===== src/rtl/ah_demux_route_stage_if.sv =====
// Handshake bundle between a packet source, the route stage and the AH_demux.
// The stage itself uses the slave view; the source/demux side uses master.
interface ah_demux_route_stage_if #(
  parameter int DATA_W = 109,
  parameter int SEL_W  = 5,
  parameter int CNT_W  = 16
);
  logic [DATA_W-1:0] ing_data;
  logic              ing_valid;
  logic              ing_ready;
  logic [DATA_W-1:0] egr_data;
  logic [SEL_W-1:0]  egr_sel;
  logic              egr_valid;
  logic              egr_ready;
  logic              drop_pulse;
  logic [CNT_W-1:0]  drop_cnt;

  modport slave (
    input  ing_data, ing_valid, egr_ready,
    output ing_ready, egr_data, egr_sel, egr_valid, drop_pulse, drop_cnt
  );

  modport master (
    output ing_data, ing_valid, egr_ready,
    input  ing_ready, egr_data, egr_sel, egr_valid, drop_pulse, drop_cnt
  );
endinterface


===== src/rtl/ah_demux_route_stage.sv =====
// Registered routing stage ahead of the AH_demux: two-entry skid buffer, destination
// extraction into a stable select, and dropping/counting of out-of-range destinations.
module ah_demux_route_stage #(
  parameter int DATA_W    = 109,
  parameter int NUM_PORTS = 24,
  parameter int SEL_W     = 5,
  parameter int SEL_LSB   = 0,
  parameter int CNT_W     = 16
) (
  input  logic                   clk,
  input  logic                   rst,
  ah_demux_route_stage_if.slave  bus
);

  typedef enum logic [1:0] {
    EMPTY = 2'd0,
    ONE   = 2'd1,
    FULL  = 2'd2
  } state_t;

  // One extra bit so NUM_PORTS == 2**SEL_W still compares correctly.
  localparam logic [SEL_W:0] PORT_LIMIT = (SEL_W + 1)'(NUM_PORTS);

  state_t            state;
  logic [DATA_W-1:0] main_data;
  logic [SEL_W-1:0]  main_sel;
  logic              main_valid;
  logic [DATA_W-1:0] skid_data;
  logic [SEL_W-1:0]  skid_sel;
  logic              drop_pulse_q;
  logic [CNT_W-1:0]  drop_cnt_q;

  logic [SEL_W-1:0]  dest;
  logic              dest_legal;
  logic              ready;
  logic              accept;
  logic              legal_accept;
  logic              illegal_accept;
  logic              fire;

  assign dest           = bus.ing_data[SEL_LSB +: SEL_W];
  assign dest_legal     = ({1'b0, dest} < PORT_LIMIT);
  assign ready          = (state != FULL) && !rst;
  assign accept         = bus.ing_valid && ready;
  assign legal_accept   = accept && dest_legal;
  assign illegal_accept = accept && !dest_legal;
  assign fire           = main_valid && bus.egr_ready;

  assign bus.ing_ready  = ready;
  assign bus.egr_data   = main_data;
  assign bus.egr_sel    = main_sel;
  assign bus.egr_valid  = main_valid;
  assign bus.drop_pulse = drop_pulse_q;
  assign bus.drop_cnt   = drop_cnt_q;

  // Illegal accepts complete the handshake but never touch the buffer state.
  always_ff @(posedge clk) begin
    if (rst) begin
      state        <= EMPTY;
      main_data    <= '0;
      main_sel     <= '0;
      main_valid   <= 1'b0;
      skid_data    <= '0;
      skid_sel     <= '0;
      drop_pulse_q <= 1'b0;
      drop_cnt_q   <= '0;
    end else begin
      drop_pulse_q <= illegal_accept;
      if (illegal_accept && (drop_cnt_q != {CNT_W{1'b1}}))
        drop_cnt_q <= drop_cnt_q + 1'b1;

      case (state)
        EMPTY: begin
          if (legal_accept) begin
            main_data  <= bus.ing_data;
            main_sel   <= dest;
            main_valid <= 1'b1;
            state      <= ONE;
          end
        end
        ONE: begin
          if (legal_accept && fire) begin
            main_data <= bus.ing_data;
            main_sel  <= dest;
          end else if (legal_accept) begin
            skid_data <= bus.ing_data;
            skid_sel  <= dest;
            state     <= FULL;
          end else if (fire) begin
            main_valid <= 1'b0;
            state      <= EMPTY;
          end
        end
        FULL: begin
          if (fire) begin
            main_data <= skid_data;
            main_sel  <= skid_sel;
            state     <= ONE;
          end
        end
        default: begin
          main_valid <= 1'b0;
          state      <= EMPTY;
        end
      endcase
    end
  end

endmodule

===== src/flat_wrapper.sv =====
// flat-port wrapper written by rule: the top's interface ports become plain ports
module ah_demux_route_stage_flat 
#(
  parameter int DATA_W    = 109,
  parameter int NUM_PORTS = 24,
  parameter int SEL_W     = 5,
  parameter int SEL_LSB   = 0,
  parameter int CNT_W     = 16
)
  (clk, rst, bus_ing_data, bus_ing_valid, bus_egr_ready, bus_ing_ready, bus_egr_data, bus_egr_sel, bus_egr_valid, bus_drop_pulse, bus_drop_cnt);
  ah_demux_route_stage_if #(.DATA_W(DATA_W), .SEL_W(SEL_W), .CNT_W(CNT_W)) bus_i ();
  input  logic clk;
  input  logic rst;
  input wire logic [$bits(bus_i.ing_data)-1:0] bus_ing_data;
  input wire logic [$bits(bus_i.ing_valid)-1:0] bus_ing_valid;
  input wire logic [$bits(bus_i.egr_ready)-1:0] bus_egr_ready;
  output wire logic [$bits(bus_i.ing_ready)-1:0] bus_ing_ready;
  output wire logic [$bits(bus_i.egr_data)-1:0] bus_egr_data;
  output wire logic [$bits(bus_i.egr_sel)-1:0] bus_egr_sel;
  output wire logic [$bits(bus_i.egr_valid)-1:0] bus_egr_valid;
  output wire logic [$bits(bus_i.drop_pulse)-1:0] bus_drop_pulse;
  output wire logic [$bits(bus_i.drop_cnt)-1:0] bus_drop_cnt;
  assign bus_i.ing_data = bus_ing_data;
  assign bus_i.ing_valid = bus_ing_valid;
  assign bus_i.egr_ready = bus_egr_ready;
  assign bus_ing_ready = bus_i.ing_ready;
  assign bus_egr_data = bus_i.egr_data;
  assign bus_egr_sel = bus_i.egr_sel;
  assign bus_egr_valid = bus_i.egr_valid;
  assign bus_drop_pulse = bus_i.drop_pulse;
  assign bus_drop_cnt = bus_i.drop_cnt;
  ah_demux_route_stage #(.DATA_W(DATA_W), .NUM_PORTS(NUM_PORTS), .SEL_W(SEL_W), .SEL_LSB(SEL_LSB), .CNT_W(CNT_W)) u_core (.clk(clk), .rst(rst), .bus(bus_i));
endmodule

===== config.mk =====
export PLATFORM = sky130hd
export DESIGN_NAME = ah_demux_route_stage_flat
export DESIGN_NICKNAME = d
export VERILOG_FILES = /design/src/rtl/ah_demux_route_stage_if.sv /design/src/rtl/ah_demux_route_stage.sv /design/src/flat_wrapper.sv
export SDC_FILE = /design/constraint.sdc
export NUM_CORES = 1
export LEC_CHECK = 0
export BUFFER_PORTS_ARGS = -buffer_cell sky130_fd_sc_hd__buf_2
export CORE_ASPECT_RATIO = 1.1
export CORE_MARGIN = 4
export CORE_UTILIZATION = 35
export DETAILED_ROUTE_END_ITERATION = 12
export HOLD_SLACK_MARGIN = 0.05
export SLEW_MARGIN = 20
export SYNTH_ARGS = -nofsm -noshare
export SYNTH_HDL_FRONTEND = slang
export SYNTH_SLANG_ARGS = --single-unit

===== constraint.sdc =====
create_clock -name clk -period 4.98 [get_ports clk]
set_input_delay 0.498 -clock clk [delete_from_list [all_inputs] [get_ports clk]]
set_output_delay 0.498 -clock clk [all_outputs]
set_load 0.03 [all_outputs]

==> flow_metrics.env <==
export IMPL_outcome="completed"
export IMPL_timing_critical_path_slowest_cell_delay_ps=850
export IMPL_globalRoute_totalOverflow=0
export IMPL_leakagePower_nw=4.603
export IMPL_netlist_top_cells_area="sky130_fd_sc_hd__dfxtp_1 (47%), sky130_fd_sc_hd__a211oi_2 (13%), sky130_fd_sc_hd__mux2i_1 (11%), sky130_fd_sc_hd__nand2_1 (8.5%), sky130_fd_sc_hd__a21oi_1 (5.4%)"
export IMPL_ff2ff_setup_slack_ps=1740
export IMPL_synth_cell_types=34
export IMPL_routedWlPerCell_um=14.80
export IMPL_critical_path_required_ps=5410
export IMPL_worstSetupPathType="reg2reg"
export IMPL_antennaDiodeCount=0
export IMPL_drt_vias_per_instance=4.868
export IMPL_vdd_ir_drop_max_v=0.0004001
export IMPL_post_layout_total_power_mw=7.619
export IMPL_drt_pre_antenna_iters=4
export IMPL_ys_warn_count=0
export IMPL_finalSetupViolCount=0
export IMPL_start_kind="register"
export IMPL_mappedNetlistArea_mm2=0.01021
export IMPL_height_of_the_die_um=187.1
export IMPL_crit_fanout=74
export IMPL_globalplace_congestion=0.7260
export IMPL_endpoint_kind="register"
export IMPL_tightestPinTransition_ps=1067
export IMPL_max_cap_violations=0
export IMPL_hold_path_endpoint="u_core.skid_data[96]$_SDFFE_PP0P_"
export IMPL_rsz0062_at_grt="no"
export IMPL_die_width_um=170.8
export IMPL_dp_hpwl_um=15380
export IMPL_finalClockSkew_ps=9.258
export IMPL_grt_pass1_wl_um=39700
export IMPL_timing_final_max_slew_violations=0
export IMPL_post_cts_hold_buffer_count=0
export IMPL_global_route_usage_total_pct=14.63
export IMPL_critical_path_cell_chain="inv_1 > ha_4 > o41ai_2 > o2111a_4 > buf_4 > nor2_1 > a211oi_2"
export IMPL_syn_to_final_growth_pct=21.24
export IMPL_placed_cells_incl_taps=1618
export IMPL_cts_setup_buffers=0
export IMPL_rows=65
export IMPL_power_density_mw_per_mm2=615.6
export IMPL_ctsLongestPathBuffers=3
export IMPL_max_slew_headroom_pct=28.90
export IMPL_hold_path_depth=3
export IMPL_cts_resized=0
export IMPL_fill_cells=2845
export IMPL_worst_skew_pair_late_latency_ps=520
export IMPL_worst_ep_arrival_time_ps=3670
export IMPL_die_area_mm2=0.03197
export IMPL_drive_above_1_share_pct=31.74
export IMPL_slowest_stage="sky130_fd_sc_hd__buf_4"
export IMPL_yosysSeqAreaShare_pct=46.67
export IMPL_reg2reg_depth=7
export IMPL_setup_total_negative_slack_ps=0
export IMPL_regArea_mm2=0.004765
export IMPL_synth_top_cell_area_share_pct=46.67
export IMPL_yosys_area_top_type="sky130_fd_sc_hd__dfxtp_1"
export IMPL_post_layout_nonfiller_instances=1666
export IMPL_via_count=8110
export IMPL_synth_nets=1204
export IMPL_grt_pass1_vias=7761
export IMPL_clkSlewWorstSetupHoldPaths_ps=60
export IMPL_post_route_drc_count=0
export IMPL_ctsHtreeMaxLevel=1
export IMPL_grt_max_degree=111
export IMPL_grt_antenna_before_repair=3
export IMPL_critical_path_reg2reg_endpoint="u_core.bus.egr_data[74]$_SDFFE_PP0P_"
export IMPL_timing_final_hold_violations=0
export IMPL_syn_inst=1086
export IMPL_drt_iter0_drc=354
export IMPL_finalCritPeriodShare_pct=65.14
export IMPL_postSynthRegisterBits=238
export IMPL_cts_inserted_buffers=26
export IMPL_holdCritStartpoint="bus_ing_data[96]"
export IMPL_floorplan_initialDensity_pct=35.56
export IMPL_tritoncts="yes"
export IMPL_multiInputGateArea_mm2=0.004910
export IMPL_critical_path_reg2reg_startpoint="u_core.state[0]$_SDFFE_PP0P_"
export IMPL_fp_coreArea_mm2=0.02871
export IMPL_time_the_worst_path_needs_with_i_o_delays_and_setup_ps=3244
export IMPL_hold_path_class="in2reg"
export IMPL_numClockSinks=238
export IMPL_fmax_ghz=0.3083
export IMPL_post_synth_cell_area_avg_um2=9.400
export IMPL_placement_io_buffers=245
export IMPL_postRouteWirelength_um=24650
export IMPL_drtAntennaViolNets=0
export IMPL_boundaryPins=246
export IMPL_nets=1396
export IMPL_cts_root_buf="sky130_fd_sc_hd__clkbuf_16"
[worst max-delay path: cells and delay by family, from the launching register on]
family | cells | cell delay (ps)
AOI/OAI and AO/OA | 3 | 1390
and+or+nand+nor | 1 | 140
DFF | 1 | 380
buffers and inverters | 2 | 960
adders and majority gates | 1 | 200
[placed cells by master, fill, tap and decap left out, drive strengths merged, types with 7 or more instances in the layout]
| master | netlist | layout |
|---|---|---|
| buf | 48 | 255 |
| dfxtp | 238 | 238 |
| nand2 | 230 | 230 |
| nor2 | 127 | 127 |
| a21oi | 111 | 111 |
| mux2i | 110 | 110 |
| a211oi | 110 | 110 |
| clkbuf | 43 | 38 |
| xnor2 | 14 | 14 |
| nor3 | 8 | 8 |
| nand3 | 8 | 8 |
| nor4 | 7 | 7 |
[state kept, by name (all words and copies together), names as in the netlist]
name / cells
u_core.bus.egr_data: 105
u_core.skid_data: 105
u_core.bus.drop_cnt: 16
u_core.bus.egr_sel: 4
u_core.skid_sel: 4
u_core.state: 2
u_core.bus.drop_pulse: 1
u_core.bus.egr_valid: 1
[layer usage]
metal / GRT usage (%) / vias up / part of all wire (%)
li1: - / 4116 / -
met5: 0 / - / 0.14
met3: 3.974 / 30 / 7.4
met2: 24.38 / 182 / 46
met4: 2.408 / 6 / 1.1
met1: 19.35 / 3776 / 46
[stage by stage]
step / area [um2] / hold slack, ps / util [%] / setup WS (ps)
floorplan: 10210 / 436.0 / - / 2850
global placement: 11480 / 440.9 / 39.98 / 1517
detailed placement: 11480 / 446.3 / 39.98 / 1430
CTS: 12380 / 198.1 / 43.11 / 1731
global route: 12380 / 201.0 / 43.11 / 1508
finish: 12380 / 225.3 / 43.11 / 1736
[logic make-up (layout without fill, tap and decap cells)]
family                   after synthesis  in the layout  share of synthesized area [%]
AND/OR/NAND/NOR                      393            393                          15.63
buffers and inverters                 96            308                          5.442
adder cells (fa/ha/maj)                5              5                         0.6128
XOR/XNOR                              14             14                          1.201
flip-flops                           238            238                          46.67
multiplexers                         110            110                          10.79
AO/OA/AOI/OAI                        230            230                          19.66
[cell usage after synthesis]
master and number:
sky130_fd_sc_hd__and4_1 1, sky130_fd_sc_hd__nor2_1 126, sky130_fd_sc_hd__dfxtp_1 238, sky130_fd_sc_hd__a21oi_1 111, sky130_fd_sc_hd__a211oi_2 109, sky130_fd_sc_hd__nor2_4 1, sky130_fd_sc_hd__o211a_1 2, sky130_fd_sc_hd__nand3_2 1
sky130_fd_sc_hd__nand3_1 7, sky130_fd_sc_hd__and2_4 1, sky130_fd_sc_hd__clkbuf_1 43, sky130_fd_sc_hd__a211o_1 1, sky130_fd_sc_hd__nor3b_4 1, sky130_fd_sc_hd__buf_4 17, sky130_fd_sc_hd__nor3_1 8, sky130_fd_sc_hd__nand2_1 230
sky130_fd_sc_hd__o41ai_2 1, sky130_fd_sc_hd__a211oi_1 1, sky130_fd_sc_hd__nand2b_1 1, sky130_fd_sc_hd__mux2i_1 110, sky130_fd_sc_hd__buf_2 15, sky130_fd_sc_hd__nor4b_1 1, sky130_fd_sc_hd__buf_6 15, sky130_fd_sc_hd__nor4b_4 1
sky130_fd_sc_hd__buf_1 1, sky130_fd_sc_hd__and3_1 2, sky130_fd_sc_hd__o32ai_1 1, sky130_fd_sc_hd__ha_1 5, sky130_fd_sc_hd__o2111a_1 1, sky130_fd_sc_hd__xnor2_1 14, sky130_fd_sc_hd__nand4_1 5, sky130_fd_sc_hd__o21ai_0 3
sky130_fd_sc_hd__inv_1 5, sky130_fd_sc_hd__nor4_1 7
[cell type report]
cell class              count  share of cell area [%]
inverters                   5                  0.1516
flip-flops and latches    238                   38.50
multi-input cells         752                   39.67
clock inverters            10                   1.233
repair buffers            255                   10.70
clock buffers              38                   6.035
well taps                 368                   3.720
[power breakdown]
part           leakage (nW)  total (mW)  internal [mW]  switching, mW
combinational          2.22        3.02          0.955           2.06
sequential             1.94        2.59           2.35          0.238
clock                 0.440        2.02           1.24          0.772
[worst max path at each step]
stage | from | end | slack, ps | cells past startpoint
global route | u_core.state[0]$_SDFFE_PP0P_ | u_core.bus.egr_data[54]$_SDFFE_PP0P_ | 1510 | 7
finish | u_core.state[0]$_SDFFE_PP0P_ | u_core.bus.egr_data[74]$_SDFFE_PP0P_ | 1740 | 7
detailed placement | rst | u_core.bus.egr_data[55]$_SDFFE_PP0P_ | 1430 | 7
global placement | rst | u_core.bus.egr_data[93]$_SDFFE_PP0P_ | 1520 | 7
CTS | u_core.state[0]$_SDFFE_PP0P_ | u_core.bus.egr_data[55]$_SDFFE_PP0P_ | 1730 | 7
floorplan | u_core.state[0]$_SDFFE_PP0P_ | bus_ing_ready | 2850 | 6
No activity file was read; power rests on OpenSTA's default activity.
